[src/rtl/mul_req_driver.sv]
// mul_req_driver: sequences one multiplier command at a time.
//    Accepts a command on the req_* handshake, drives the multiplier (mul_*)
//    from registered copies until it reports ready or the cycle budget runs
//    out, then presents the result on the rsp_* handshake.
// Ports:
//    clk, rst_n          - clock, asynchronous active-low reset
//    req_valid_i/ready_o - command handshake; req_op_i is a mul_opcode_e
//                          value passed through to the multiplier unchanged
//    req_a/b/c_i, req_signed_i, req_subword_i, req_imm_i - command fields
//    rsp_valid_o/ready_i - response handshake
//    rsp_result_o        - multiplier result (0 on timeout)
//    rsp_cycles_o        - number of EXEC cycles spent
//    rsp_err_o           - 1 when the request timed out
//    mul_*_o             - multiplier drive; dot/clpx controls tied to 0
//    mul_result_i, mul_multicycle_i, mul_ready_i - multiplier return
module mul_req_driver #(
   parameter int unsigned TIMEOUT = 15
) (
   input  logic        clk,
   input  logic        rst_n,
   input  logic        req_valid_i,
   output logic        req_ready_o,
   input  logic [2:0]  req_op_i,
   input  logic [31:0] req_a_i,
   input  logic [31:0] req_b_i,
   input  logic [31:0] req_c_i,
   input  logic [1:0]  req_signed_i,
   input  logic        req_subword_i,
   input  logic [4:0]  req_imm_i,
   output logic        rsp_valid_o,
   input  logic        rsp_ready_i,
   output logic [31:0] rsp_result_o,
   output logic [3:0]  rsp_cycles_o,
   output logic        rsp_err_o,
   output logic        mul_enable_o,
   output logic [2:0]  mul_operator_o,
   output logic [1:0]  mul_short_signed_o,
   output logic        mul_short_subword_o,
   output logic [31:0] mul_operand_a_o,
   output logic [31:0] mul_operand_b_o,
   output logic [31:0] mul_operand_c_o,
   output logic [4:0]  mul_imm_o,
   output logic        mul_ex_ready_o,
   output logic [1:0]  mul_dot_signed_o,
   output logic [31:0] mul_dot_op_a_o,
   output logic [31:0] mul_dot_op_b_o,
   output logic [31:0] mul_dot_op_c_o,
   output logic        mul_is_clpx_o,
   output logic [1:0]  mul_clpx_shift_o,
   output logic        mul_clpx_img_o,
   input  logic [31:0] mul_result_i,
   input  logic        mul_multicycle_i,
   input  logic        mul_ready_i
);

   typedef enum logic [1:0] {IDLE, EXEC, HOLD} state_e;

   localparam logic [3:0] TIMEOUT_CNT = 4'(TIMEOUT);

   state_e     state;
   logic [3:0] cnt;
   logic [3:0] cnt_inc;
   logic       accept;
   logic       unused_multicycle;

   // Staying in EXEC depends only on mul_ready_i; the multicycle flag adds
   // no extra information for this driver.
   assign unused_multicycle = mul_multicycle_i;

   assign req_ready_o = (state == IDLE) | ((state == HOLD) & rsp_ready_i);
   assign accept      = req_valid_i & req_ready_o;

   // Count including the current EXEC cycle, saturating at 15.
   assign cnt_inc = (cnt == 4'd15) ? 4'd15 : cnt + 4'd1;

   assign mul_dot_signed_o = '0;
   assign mul_dot_op_a_o   = '0;
   assign mul_dot_op_b_o   = '0;
   assign mul_dot_op_c_o   = '0;
   assign mul_is_clpx_o    = 1'b0;
   assign mul_clpx_shift_o = '0;
   assign mul_clpx_img_o   = 1'b0;

   always_ff @(posedge clk or negedge rst_n) begin
      if (!rst_n) begin
         state               <= IDLE;
         cnt                 <= '0;
         rsp_valid_o         <= 1'b0;
         rsp_result_o        <= '0;
         rsp_cycles_o        <= '0;
         rsp_err_o           <= 1'b0;
         mul_enable_o        <= 1'b0;
         mul_ex_ready_o      <= 1'b0;
         mul_operator_o      <= '0;
         mul_short_signed_o  <= '0;
         mul_short_subword_o <= 1'b0;
         mul_operand_a_o     <= '0;
         mul_operand_b_o     <= '0;
         mul_operand_c_o     <= '0;
         mul_imm_o           <= '0;
      end else begin
         case (state)
            EXEC: begin
               cnt <= cnt_inc;
               if (mul_ready_i) begin
                  state          <= HOLD;
                  mul_enable_o   <= 1'b0;
                  mul_ex_ready_o <= 1'b0;
                  rsp_valid_o    <= 1'b1;
                  rsp_result_o   <= mul_result_i;
                  rsp_cycles_o   <= cnt_inc;
                  rsp_err_o      <= 1'b0;
               end else if (cnt_inc == TIMEOUT_CNT) begin
                  state          <= HOLD;
                  mul_enable_o   <= 1'b0;
                  mul_ex_ready_o <= 1'b0;
                  rsp_valid_o    <= 1'b1;
                  rsp_result_o   <= '0;
                  rsp_cycles_o   <= TIMEOUT_CNT;
                  rsp_err_o      <= 1'b1;
               end
            end
            default: begin
               // IDLE and HOLD share the accept path so a response drained
               // in HOLD can be followed by a new command on the same edge.
               if (state == HOLD && rsp_ready_i) begin
                  state       <= IDLE;
                  rsp_valid_o <= 1'b0;
               end
               if (accept) begin
                  state               <= EXEC;
                  cnt                 <= '0;
                  mul_enable_o        <= 1'b1;
                  mul_ex_ready_o      <= 1'b1;
                  mul_operator_o      <= req_op_i;
                  mul_short_signed_o  <= req_signed_i;
                  mul_short_subword_o <= req_subword_i;
                  mul_operand_a_o     <= req_a_i;
                  mul_operand_b_o     <= req_b_i;
                  mul_operand_c_o     <= req_c_i;
                  mul_imm_o           <= req_imm_i;
               end
            end
         endcase
      end
   end

endmodule

[config.mk]
export PLATFORM = sky130hd
export DESIGN_NAME = mul_req_driver
export DESIGN_NICKNAME = d
export VERILOG_FILES = /design/src/rtl/mul_req_driver.sv
export SDC_FILE = /design/constraint.sdc
export NUM_CORES = 1
export LEC_CHECK = 0
export ABC_AREA = 0
export BUFFER_PORTS_ARGS = -buffer_cell sky130_fd_sc_hd__buf_2
export CELL_PAD_IN_SITES_DETAIL_PLACEMENT = 1
export CELL_PAD_IN_SITES_GLOBAL_PLACEMENT = 1
export CORE_AREA = 5 5 152 154
export CTS_CLUSTER_DIAMETER = 100
export DETAILED_ROUTE_END_ITERATION = 8
export DIE_AREA = 0 0 157 159
export GPL_TIMING_DRIVEN = 0
export PLACE_DENSITY_LB_ADDON = 0.08
export SLEW_MARGIN = 25
export SYNTH_ARGS = -nofsm -noshare
export SYNTH_HDL_FRONTEND = slang
export SYNTH_SLANG_ARGS = --single-unit
[constraint.sdc]
create_clock -name clk -period 5.25 [get_ports clk]
set_input_delay 1.05 -clock clk [delete_from_list [all_inputs] [get_ports clk]]
set_output_delay 1.05 -clock clk [all_outputs]
set_load 0.02 [all_outputs]
==> summary.md <==
| Metric | Value |
|---|---|
| Hpwl dp | `16900 um` |
| Fmax | `362 MHz` |
| Commonest non-fill, non-tap cell in the layout | `buf_2` |
| Vias in the first global route | `5275` |
| Clock tree from TritonCTS | `built` |
| Largest net degree at the start of global routing | `84` |
| Mux contribution to synthesized area | `18.5%` |
| Synth warn | `0` |
| H-tree depth | `4` |
| Fill count | `2474` |
| CP endpoint kind | `output port` |
| Clock Path Buffers | `2` |
| RSZ-0062 raised after global routing | `false` |
| Core area | `21600 um^2` |
| R2R depth | `7` |
| Cts hold-fix bufs | `0` |
| Most frequent cells in the layout | `307 x buf_2, 152 x dfrtp_1, 107 x mux2_2, 103 x buf_4, 102 x conb_1` |
| Final hold slack | `0.422 ns` |
| Post-DP Area | `8870 um^2` |
| Total gr overflow | `0` |
| Num rows | `54` |
| CTS buffer count | `17` |
| PortBufs | `291` |
| CP startpoint kind | `input port` |
| Max Clock Skew | `0.00785 ns` |
| Die Y | `159 um` |
| Die Wd | `157 um` |
| DRT iter0 DRCs | `124` |
| Post-route minimum period | `2.76 ns` |
| Hold Vio Cnt, Final | `0` |
| Leakage | `4.96 nW` |
| Share of cells above drive strength 1 | `57.4%` |
| Setup bufs post-CTS | `0` |
| Clk sink count | `152` |
| GP Congestion | `0.725` |
| HP Class | `input port to async pin` |
| Sequential cell area | `3800 um^2` |
| Starting Density | `30.7%` |
| Seq/Total Area, Yosys | `57.5%` |
| DR vias/cell | `4.04` |
| DR vias | `5012` |
| DRC errors left | `0` |
| Area Growth Syn to Fin | `42.6%` |
| Adder-cell area share of the yosys netlist | `0.189%` |
| DRT antenna net count | `0` |
| Non-Filler Cell Area, Final | `9440 um^2` |
| Worst EP arrival | `1.71 ns` |
| Required time worst endpoint | `4.20 ns` |
| Setup TNS | `0 ns` |
| Resize count post-CTS | `0` |
| I/O pin count | `395` |
| Pins Over Slew Limit | `0` |
| # nets final | `1092` |
| Status | `completed` |
| Multi-input logic area | `2300 um^2` |
| First-pass GRT wire length | `31700 um` |
| Slew @ Worst Pin | `0.550 ns` |
| Clk slew on worst S/H paths | `0.06 ns` |
| Routed len/inst | `17.0 um` |
| Total Routing Usage GR | `16.5%` |
| Post-Synth Simple-Gate Area | `5.12%` |
| Post-Synth XOR/XNOR Area | `0%` |
| Crit Path Category | `input port to output port` |
| Post-synthesis cell count | `533` |
| DRT Wirelength | `21000 um` |
| Crit share post-route | `52.6%` |
| Worst-Skew Late Latency | `0.42 ns` |
| Worst r2r src | `cnt[0]` |
| Slew headroom | `63.3%` |
| Synth Area in Compound Gates | `5.10%` |
| Max IR drop VDD | `212 uV` |
| Clock Tree Root | `clkbuf_16` |
| Die area | `25000 um^2` |
| Initial antenna violation count | `4` |
| Final setup violation count | `0` |
| Yosys cell types | `29` |
| Avg Cell Area, Syn | `12.4 um^2` |
| Max-Cap Viols | `0` |
| Post-Syn Area | `6620 um^2` |
| Pwr dens | `620 nW/um^2` |
| Worst-path maximum fanout | `4` |
| Initial DRT Pass Iterations | `3` |
| R2r endpoint | `rsp_result_o[30]` |
| R2R setup slack | `3.11 ns` |
| Combinational family with the most area after synthesis | `multiplexers` |
| Seq cells post-synth | `152` |
-- logic make-up (layout without fill, tap and decap cells) --
family | Yosys count | count (layout)
buf+inv | 130 | 455
mux | 109 | 109
compound gates | 55 | 55
flops | 152 | 152
fa+ha+maj | 1 | 1
other cells | 1 | 104
simple gates | 85 | 85
-- per-stage QoR --
stage	setup slack [ns]	instances	utilization, %	total power, mW
2_1_floorplan	2.65	634	-	3.71
3_3_place_gp	0.585	1205	40.8	4.68
3_5_place_dp	2.37	1207	41.1	4.74
4_1_cts	2.49	1239	43.8	5.97
5_1_grt	2.44	1240	43.8	6.24
6_report	2.49	1241	43.8	5.85
-- layer usage --
layer | vias to the layer above | track usage, % | wire length (um)
met5 | - | 0 | 38
met4 | 6 | 4.65 | 365
met3 | 23 | 6.88 | 2110
met2 | 215 | 28.4 | 10600
met1 | 2362 | 18.6 | 7910
li1 | 2406 | - | -
-- cells in the mapped netlist --
master	number	share of area [%]
a2111oi_4	1	0.42
a211o_1	1	0.13
a21o_1	1	0.11
a21oi_1	6	0.45
a221o_1	1	0.15
a2bb2oi_2	1	0.23
a311oi_1	1	0.13
a31oi_1	1	0.095
and2_1	2	0.19
buf_2	17	1.3
buf_4	103	12
clkbuf_1	8	0.45
conb_1	1	0.057
dfrtp_1	152	57
ha_1	1	0.19
inv_1	2	0.11
mux2_2	107	18
mux2i_1	2	0.30
nand2_1	74	4.2
nand2b_1	3	0.28
nand3_1	2	0.15
nor2_1	2	0.11
nor2b_1	2	0.19
o21a_1	1	0.11
o21ai_0	33	2.5
o21ai_1	3	0.23
o21bai_1	2	0.23
o22ai_1	2	0.19
o31a_1	1	0.13
-- critical path: stages --
cell and delay, ns:
buf_2 0.09, inv_1 0.03, a21oi_1 0.29, buf_2 0.25
-- registers in the layout (all words and copies together) (netlist names) --
signal	flops
mul_short_subword_o	1
mul_operand_a_o	32
mul_operand_b_o	32
rsp_cycles_o	4
rsp_err_o	1
rsp_valid_o	1
cnt	4
rsp_result_o	32
mul_operator_o	3
mul_operand_c_o	32
state	2
mul_imm_o	5
mul_ex_ready_o	1
mul_short_signed_o	2
-- power breakdown --
part           internal [mW]  total (mW)  switching, mW
Clock                  0.701        1.20          0.496
Combinational           1.02        2.61           1.59
Sequential              1.76        2.05          0.290
-- cell type report --
| class | count | area share, % |
|---|---|---|
| diodes | 2 | 0.0530 |
| clock buffers | 21 | 4.67 |
| flip-flops and latches | 152 | 40.3 |
| repair buffers | 293 | 16.1 |
| plain buffers | 128 | 9.41 |
| inverters | 2 | 0.0795 |
| multi-input cells | 352 | 24.3 |
| clock inverters | 11 | 1.33 |
| well taps | 280 | 3.71 |
-- worst max path at each step --
stage / start / endpoint / slack [ns]
2_1_floorplan: rsp_ready_i / mul_operand_a_o[0] / 2.65
3_3_place_gp: rst_n / mul_operand_b_o[16] / 0.58
3_5_place_dp: rsp_ready_i / mul_operand_b_o[20] / 2.37
4_1_cts: rsp_ready_i / req_ready_o / 2.49
5_1_grt: rsp_ready_i / req_ready_o / 2.44
6_report: rsp_ready_i / req_ready_o / 2.49
No activity file was read; power rests on OpenSTA's default activity.
